<file path="src/rtl/instr_fetch_pkg.sv">
// Shared processor definitions: word width, fetch FSM encoding and the
// instruction-length rule used by the fetch unit.
package instr_fetch_pkg;

    localparam int WORD_W = 8;

    // Opcodes whose low nibble is at or above this value carry no operand byte.
    localparam logic [3:0] ONE_BYTE_MIN = 4'h8;

    typedef enum logic [1:0] {
        S_ISSUE,
        S_OP,
        S_OPND,
        S_PRESENT
    } fetchState_t;

    function automatic logic isOneByte(input logic [WORD_W-1:0] opcode);
        return opcode[3:0] >= ONE_BYTE_MIN;
    endfunction

    function automatic logic [WORD_W-1:0] instrLen(input logic [WORD_W-1:0] opcode);
        return isOneByte(opcode) ? WORD_W'(1) : WORD_W'(2);
    endfunction

endpackage

</file>
<file path="src/rtl/instr_fetch.sv">
// Instruction fetch unit: reads one- or two-byte instructions from an
// external synchronous ROM and presents them to the decoder with a valid/ready handshake.
module instr_fetch
    import instr_fetch_pkg::*;
#(
    parameter logic [WORD_W-1:0] RESET_PC = 8'h00
) (
    input  logic              CLK,
    input  logic              RESET,
    output logic [WORD_W-1:0] ROM_ADDR,
    input  logic [WORD_W-1:0] ROM_DATA,
    output logic [WORD_W-1:0] INSTR_OPCODE,
    output logic [WORD_W-1:0] INSTR_OPERAND,
    output logic [WORD_W-1:0] INSTR_PC,
    output logic              INSTR_VALID,
    input  logic              INSTR_READY,
    input  logic              BRANCH_EN,
    input  logic [WORD_W-1:0] BRANCH_ADDR
);

    fetchState_t       state;
    fetchState_t       stateNext;
    logic [WORD_W-1:0] pc;
    logic [WORD_W-1:0] fptr;
    logic [WORD_W-1:0] opcode;
    logic [WORD_W-1:0] operand;
    logic [WORD_W-1:0] instrPc;
    logic [WORD_W-1:0] nextPc;
    logic              handshake;

    assign handshake = (state == S_PRESENT) && INSTR_READY;
    assign nextPc    = pc + instrLen(opcode);

    always_ff @(posedge CLK) begin
        if (RESET) begin
            state <= S_ISSUE;
        end else begin
            state <= stateNext;
        end
    end

    // A branch overrides everything in flight, including a completing handshake.
    always_comb begin
        stateNext = state;
        if (BRANCH_EN) begin
            stateNext = S_ISSUE;
        end else begin
            unique case (state)
                S_ISSUE:   stateNext = S_OP;
                S_OP:      stateNext = isOneByte(ROM_DATA) ? S_PRESENT : S_OPND;
                S_OPND:    stateNext = S_PRESENT;
                S_PRESENT: if (handshake) stateNext = S_ISSUE;
            endcase
        end
    end

    always_ff @(posedge CLK) begin
        if (RESET) begin
            pc      <= RESET_PC;
            fptr    <= RESET_PC;
            opcode  <= '0;
            operand <= '0;
            instrPc <= '0;
        end else if (BRANCH_EN) begin
            pc   <= BRANCH_ADDR;
            fptr <= BRANCH_ADDR;
        end else begin
            unique case (state)
                S_ISSUE: fptr <= pc + WORD_W'(1);
                S_OP: begin
                    opcode  <= ROM_DATA;
                    instrPc <= pc;
                    if (isOneByte(ROM_DATA)) operand <= '0;
                end
                S_OPND: operand <= ROM_DATA;
                S_PRESENT: begin
                    if (handshake) begin
                        pc   <= nextPc;
                        fptr <= nextPc;
                    end
                end
            endcase
        end
    end

    assign ROM_ADDR      = fptr;
    assign INSTR_OPCODE  = opcode;
    assign INSTR_OPERAND = operand;
    assign INSTR_PC      = instrPc;
    assign INSTR_VALID   = (state == S_PRESENT);

endmodule

</file>
<file path="config.mk">
export PLATFORM = sky130hd
export DESIGN_NAME = instr_fetch
export DESIGN_NICKNAME = d
export VERILOG_FILES = /design/src/rtl/instr_fetch_pkg.sv /design/src/rtl/instr_fetch.sv
export SDC_FILE = /design/constraint.sdc
export NUM_CORES = 1
export LEC_CHECK = 0
export CORE_MARGIN = 4
export CORE_UTILIZATION = 45
export CTS_CLUSTER_DIAMETER = 100
export DETAILED_ROUTE_END_ITERATION = 7
export PLACE_DENSITY = 0.76
export SLEW_MARGIN = 10
export SYNTH_ARGS = -nofsm -noshare
export SYNTH_HDL_FRONTEND = slang
export SYNTH_SLANG_ARGS = --single-unit
</file>
<file path="constraint.sdc">
create_clock -name CLK -period 4.7 [get_ports CLK]
set_clock_uncertainty 0.15 [all_clocks]
set_input_delay 0.705 -clock CLK [delete_from_list [all_inputs] [get_ports CLK]]
set_output_delay 0.705 -clock CLK [all_outputs]
set_load 0.1 [all_outputs]
</file>
Yosys cells after proc, flatten, opt, wreduce, memory -nomap -nowiden
Cells that the tools add are included.

cells by class
  add/subtract/negate cells = 2
  multipliers = 0
  div/mod/pow operators = 0
  $lt $le $gt $ge = 2
  equal/unequal tests = 6
  shifts and indexed selects = 0
  multiplexer cells = 11
  bitwise logic cells = 1
  reduce and logical (&&, ||, !) cells = 11

operators by type and width
  operator             count
  $mux 8               5
  $pmux 8 s2           2
  $add 8x1->8 const B  1
  $add 8x2->8          1
  $ge 4x4->1 const B   2
  $pmux 2 s4           1
  $reduce_and 2->1     3
  $reduce_bool 2->1    3
  $eq 2x2->1 const B   2
  $mux 2               2
  $ne 3x1->1 const B   1
  $reduce_and 3->1     1
  $reduce_bool 3->1    1
  $eq 2x1->1 const B   1
  $logic_not 2->1      1
  $ne 2x1->1 const B   1
  $ne 2x2->1 const B   1
  $reduce_or 2->1      1
  $logic_and 1x1->1    1
  $mux 1               1
  $not 1->1            1

storage, ports and cells
  register bits after elaboration = 42
  bits in latches = 0
  memory bits (writable) = 0
  bits in read-only memories = 0
  bits of input ports = 20
  output and inout bits = 33
  word-level logic and storage cells = 39
  memories kept = 0

Depth between registers and ports, before layout
  depth after elaboration = 6
  mapped depth = 7
  depth with buffers taken out = 6

Worst setup path before layout
OpenSTA, ideal clock, no wires.

  path type = register to register
  start = reg opcode[3] (netlist: INSTR_OPCODE[3])
  end = reg fptr[5] (netlist: ROM_ADDR[5])
  setup time = 0.115 ns
  data arrival time = 2.340 ns
  required time = 4.435 ns
  setup slack = 2.095 ns
  stages on the path, launching flop included = 7
  path buffers = 0
  clock period less this slack = 2.605 ns
  cell sequence = dfxtp_1 > inv_1 > ha_1 > a21oi_1 > o22ai_2 > a31o_1 > and3_1

between the ends
  longest elaborated chain between the ends = 6

ends and longest elaborated chain
  item                      RTL line               RTL
  start: declaration        instr_fetch.sv:25      logic [WORD_W-1:0] opcode;
  start signal: assignment  instr_fetch.sv:61      opcode <= '0;
  start signal: assignment  instr_fetch.sv:71      opcode <= ROM_DATA;
  $ge 4x4->1                instr_fetch_pkg.sv:18  return opcode[3:0] >= ONE_BYTE_MIN;
  $mux 2                    instr_fetch_pkg.sv:22  return isOneByte(opcode) ? WORD_W'(1) : WORD_W'(2);
  $add 8x2->8               instr_fetch.sv:32      assign nextPc = pc + instrLen(opcode);
  $mux 8                    instr_fetch.sv:77      if (handshake) begin
  $pmux 8 s2                instr_fetch.sv:68      unique case (state)
  $mux 8                    instr_fetch.sv:64      end else if (BRANCH_EN) begin
  end signal: assignment    instr_fetch.sv:69      S_ISSUE: fptr <= pc + WORD_W'(1);
  end signal: assignment    instr_fetch.sv:79      fptr <= nextPc;
  end: declaration          instr_fetch.sv:24      logic [WORD_W-1:0] fptr;

Every way passes these cells. The select of a mux whose other input is x is not followed.
A chain may end at the register's enable or synchronous reset.

Worst setup path in the final report
  start = reg state[1]
  end = out INSTR_VALID

between the ends
  longest elaborated chain between the ends = 1

ends and longest elaborated chain
  item                      RTL line           RTL
  start: declaration        instr_fetch.sv:21  fetchState_t state;
  start signal: assignment  instr_fetch.sv:38  state <= stateNext;
  $eq 2x2->1                instr_fetch.sv:90  assign INSTR_VALID = (state == S_PRESENT);
  end: declaration          instr_fetch.sv:15  output logic INSTR_VALID,

Every way passes these cells.

==> run summary <==
Yosys
* **Yosys warnings** 0
* **number of standard cells after synthesis** 250
* **biggest area consumer among synthesized cells** sky130_fd_sc_hd__dfxtp_1
* **proportion of synthesized flip-flops having asynchronous set or reset** 0
* **synthesized flop and latch total** 42
* **library cell with the highest instance count after synthesis** sky130_fd_sc_hd__nand2_1
* **sequential element share of the synthesized area** 0.406
* **Commonest cells post-synth** 56 x sky130_fd_sc_hd__nand2_1, 42 x sky130_fd_sc_hd__dfxtp_1, 30 x sky130_fd_sc_hd__a21oi_1
* **commonest register cell after synthesis** sky130_fd_sc_hd__dfxtp_1
* **unique cell type count in the Yosys netlist** 50
* **top cells by area, synth** sky130_fd_sc_hd__dfxtp_1 41%, sky130_fd_sc_hd__nand2_1 10%, sky130_fd_sc_hd__a21oi_1 7.3%, sky130_fd_sc_hd__ha_1 4.2%, sky130_fd_sc_hd__mux2i_1 2.9%
* **synthesized area per cell** 8.28 um2
* **EDFF count, synth** 0
* **area share of the largest cell type after synthesis** 0.406
* **Post-Syn Nets** 278
* **Post-Syn Area** 2070 um2

Global route
* **met1 GRT Util** 0.238
* **remaining global-route overflow** 0
* **GRT Overall Usage** 0.177
* **M3 GR Usage** 0.0475
* **pin count of the biggest net entering global routing** 39
* **wire length of the first global-routing pass** 7850 um
* **number of global-route vias before repair** 1720
* **met2 usage** 0.276
* **layer carrying the most global-route usage** met2
* **number of antenna violations at the first check in global routing** 0

Placed design
* **DP Cell Count** 340
* **half-perimeter wire length after detailed placement** 3480 um
* **last weighted congestion value of the routability-driven placer** 0.785
* **number of I/O port buffers** 52

Finish
* **share of final-layout standard cells stronger than drive strength 1** 0.0642
* **count of filler cells inserted in the layout** 413
* **non-filler instance count after layout** 348
* **nets** 323
* **Synth-to-Final Area Change** 30.3%
* **combined area of the multi-input logic cells** 1120 um2
* **antenna cells** 0
* **Reg area** 841 um2

Pwr
* **relative contribution of the clock network to total power** 0.335
* **switch share** 0.312
* **internal power component** 586 uW
* **relative contribution of combinational cells to total power** 0.212
* **sequential group share of total power** 0.454
* **Psw** 266 uW
* **power density over cell area** 316 nW/um2
* **leak pwr** 0.000920 uW
* **worst vdd rail ir drop** 148 uV

Routing
* **DRC** 0
* **drt first pass iters** 4
* **Detail Route Antenna Nets** 0
* **routed vias/inst** 5.35
* **Post-Route WL** 4940 um
* **number of vias in the routed layout** 1862
* **WL/cell** 14.2 um
* **iteration-0 DRC count of the detailed router** 120

STA
* **final critical delay including setup and external delays** 3.38 ns
* **maximum clock rate** 296 MHz
* **Max transition margin** 0.338
* **unrepaired setup endpoints after global routing** false
* **slew of the pin with the lowest slew margin** 0.989 ns
* **period utilisation layout** 0.719
* **Slew Viols, Final** 0
* **final number of hold-violating endpoints** 0
* **setup violation total in the final timing report** 0
* **Setup TNS** 0 ns

Setup path
* **required time of the worst setup path** 3.85 ns
* **largest fanout on the critical path** 13
* **Critical Path Start** state[1]
* **start-to-end type of the worst setup path** reg2out
* **arrival time at the worst endpoint** 2.52 ns
* **type of element capturing the critical path** output port
* **type of origin of the critical path** flip-flop
* **launching point of the worst reg2reg path** state[1]

CTS
* **clock tree from TritonCTS** yes
* **Bufs on Longest Clock Path** 2
* **worst-skew pair later-pin latency** 0.29 ns
* **CTS clk-pin slew, worst paths** 0.08 ns
* **count of hold-fix buffers inserted at cts** 0
* **post-cts repair resize count** 0
* **cell at the root of the clock tree** sky130_fd_sc_hd__clkbuf_8
* **setup bufs post-CTS** 0
* **sink count of the clock tree** 42
* **CTS buffer count** 5
* **maximum level of the CTS H-tree** 2

Die
* **area enclosed by the die boundary** 5750 um2
* **Initial Utilization** 0.469
* **io pins** 53
* **die span in x** 75.8 um
* **vertical die dimension** 75.8 um
* **area of the core** 4410 um2
* **Cell Rows** 24

Run
* **count of max-cap constraint violations** 0

Hold path
* **path category of the worst min-delay check** reg2reg
* **origin of the worst min-delay path** INSTR_OPCODE[0]

Run status
* **result of the run** completed

==> power by group through the flow <==
stage	Combinational [uW]	Sequential [uW]	Clock (uW)
2_1_floorplan	68.0	457	0
3_3_place_gp	179	395	0
3_5_place_dp	180	395	0
4_1_cts	181	387	293
5_1_grt	192	389	304
6_report	180	387	285
==> path summary, 6_finish.rpt <==
check | endpoint | slack, ns | depth (start not counted)
hold / removal | INSTR_OPCODE[0] | 0.31 | 2
setup / recovery | INSTR_VALID | 1.32 | 2
setup reg to reg | ROM_ADDR[5] | 2.44 | 5
hold reg to reg | INSTR_OPCODE[0] | 0.31 | 2
==> logic make-up (layout without fill, tap and decap cells) <==
family                     after synthesis  after routing  synth area share
adders and majority gates                8              8            0.0520
buffers and inverters                   22             68            0.0514
DFF                                     42             42             0.406
AOI/OAI and AO/OA                       62             62             0.190
xor gates and xnor gates                 7              7            0.0296
and+or+nand+nor                        102            102             0.236
muxes                                    7              7            0.0344
==> placed cells by master (no fill, tap or decap), drive strengths merged, types with 2 or more instances in the layout <==
cell type      count
nand2             56
clkdlybuf4s50     52
dfxtp             42
a21oi             31
nor2              13
nand3             11
ha                 7
inv                6
mux2i              6
o21ai              6
nor3               6
clkbuf             6
xnor2              5
o21a               5
nand4              4
o211ai             3
a21boi             3
o221ai             2
and3               2
xor2               2
and2               2
or3                2
a311oi             2
buf                2
o22ai              2
==> state kept, by name (all words and copies together) (netlist names) <==
signal	flops
state	2
pc	8
INSTR_PC	8
INSTR_OPERAND	8
ROM_ADDR	8
INSTR_OPCODE	8
==> critical path: stages (launching register included) <==
cell and delay (ns):
sky130_fd_sc_hd__dfxtp_1 0.40, sky130_fd_sc_hd__ha_1 0.57, sky130_fd_sc_hd__clkdlybuf4s50_1 1.25
==> layer usage <==
layer | up-vias | part of all wire
met5 | - | 0
met4 | 0 | 0.015
met3 | 8 | 0.058
met2 | 46 | 0.46
met1 | 844 | 0.46
li1 | 964 | -
==> through the flow <==
step                hold WS [ns]  area (um2)  utilization  power [uW]  setup WS [ns]
finish                     0.307        2700        0.611         852           1.32
global route               0.326        2700        0.611         885           1.22
CTS                        0.308        2700        0.611         861           1.32
detailed placement         0.296        2590        0.586         575           1.66
global placement           0.292        2590        0.586         574           1.70
floorplan                  0.324        2070            -         525           2.10
==> area by class of cell <==
type                    count  area share
repair buffers             54       0.199
clock inverters             2      0.0139
flip-flops and latches     42       0.312
inverters                   6     0.00835
well taps                  52      0.0241
multi-input cells         186       0.417
clock buffers               6      0.0269
(Power assumes the default switching activity.)
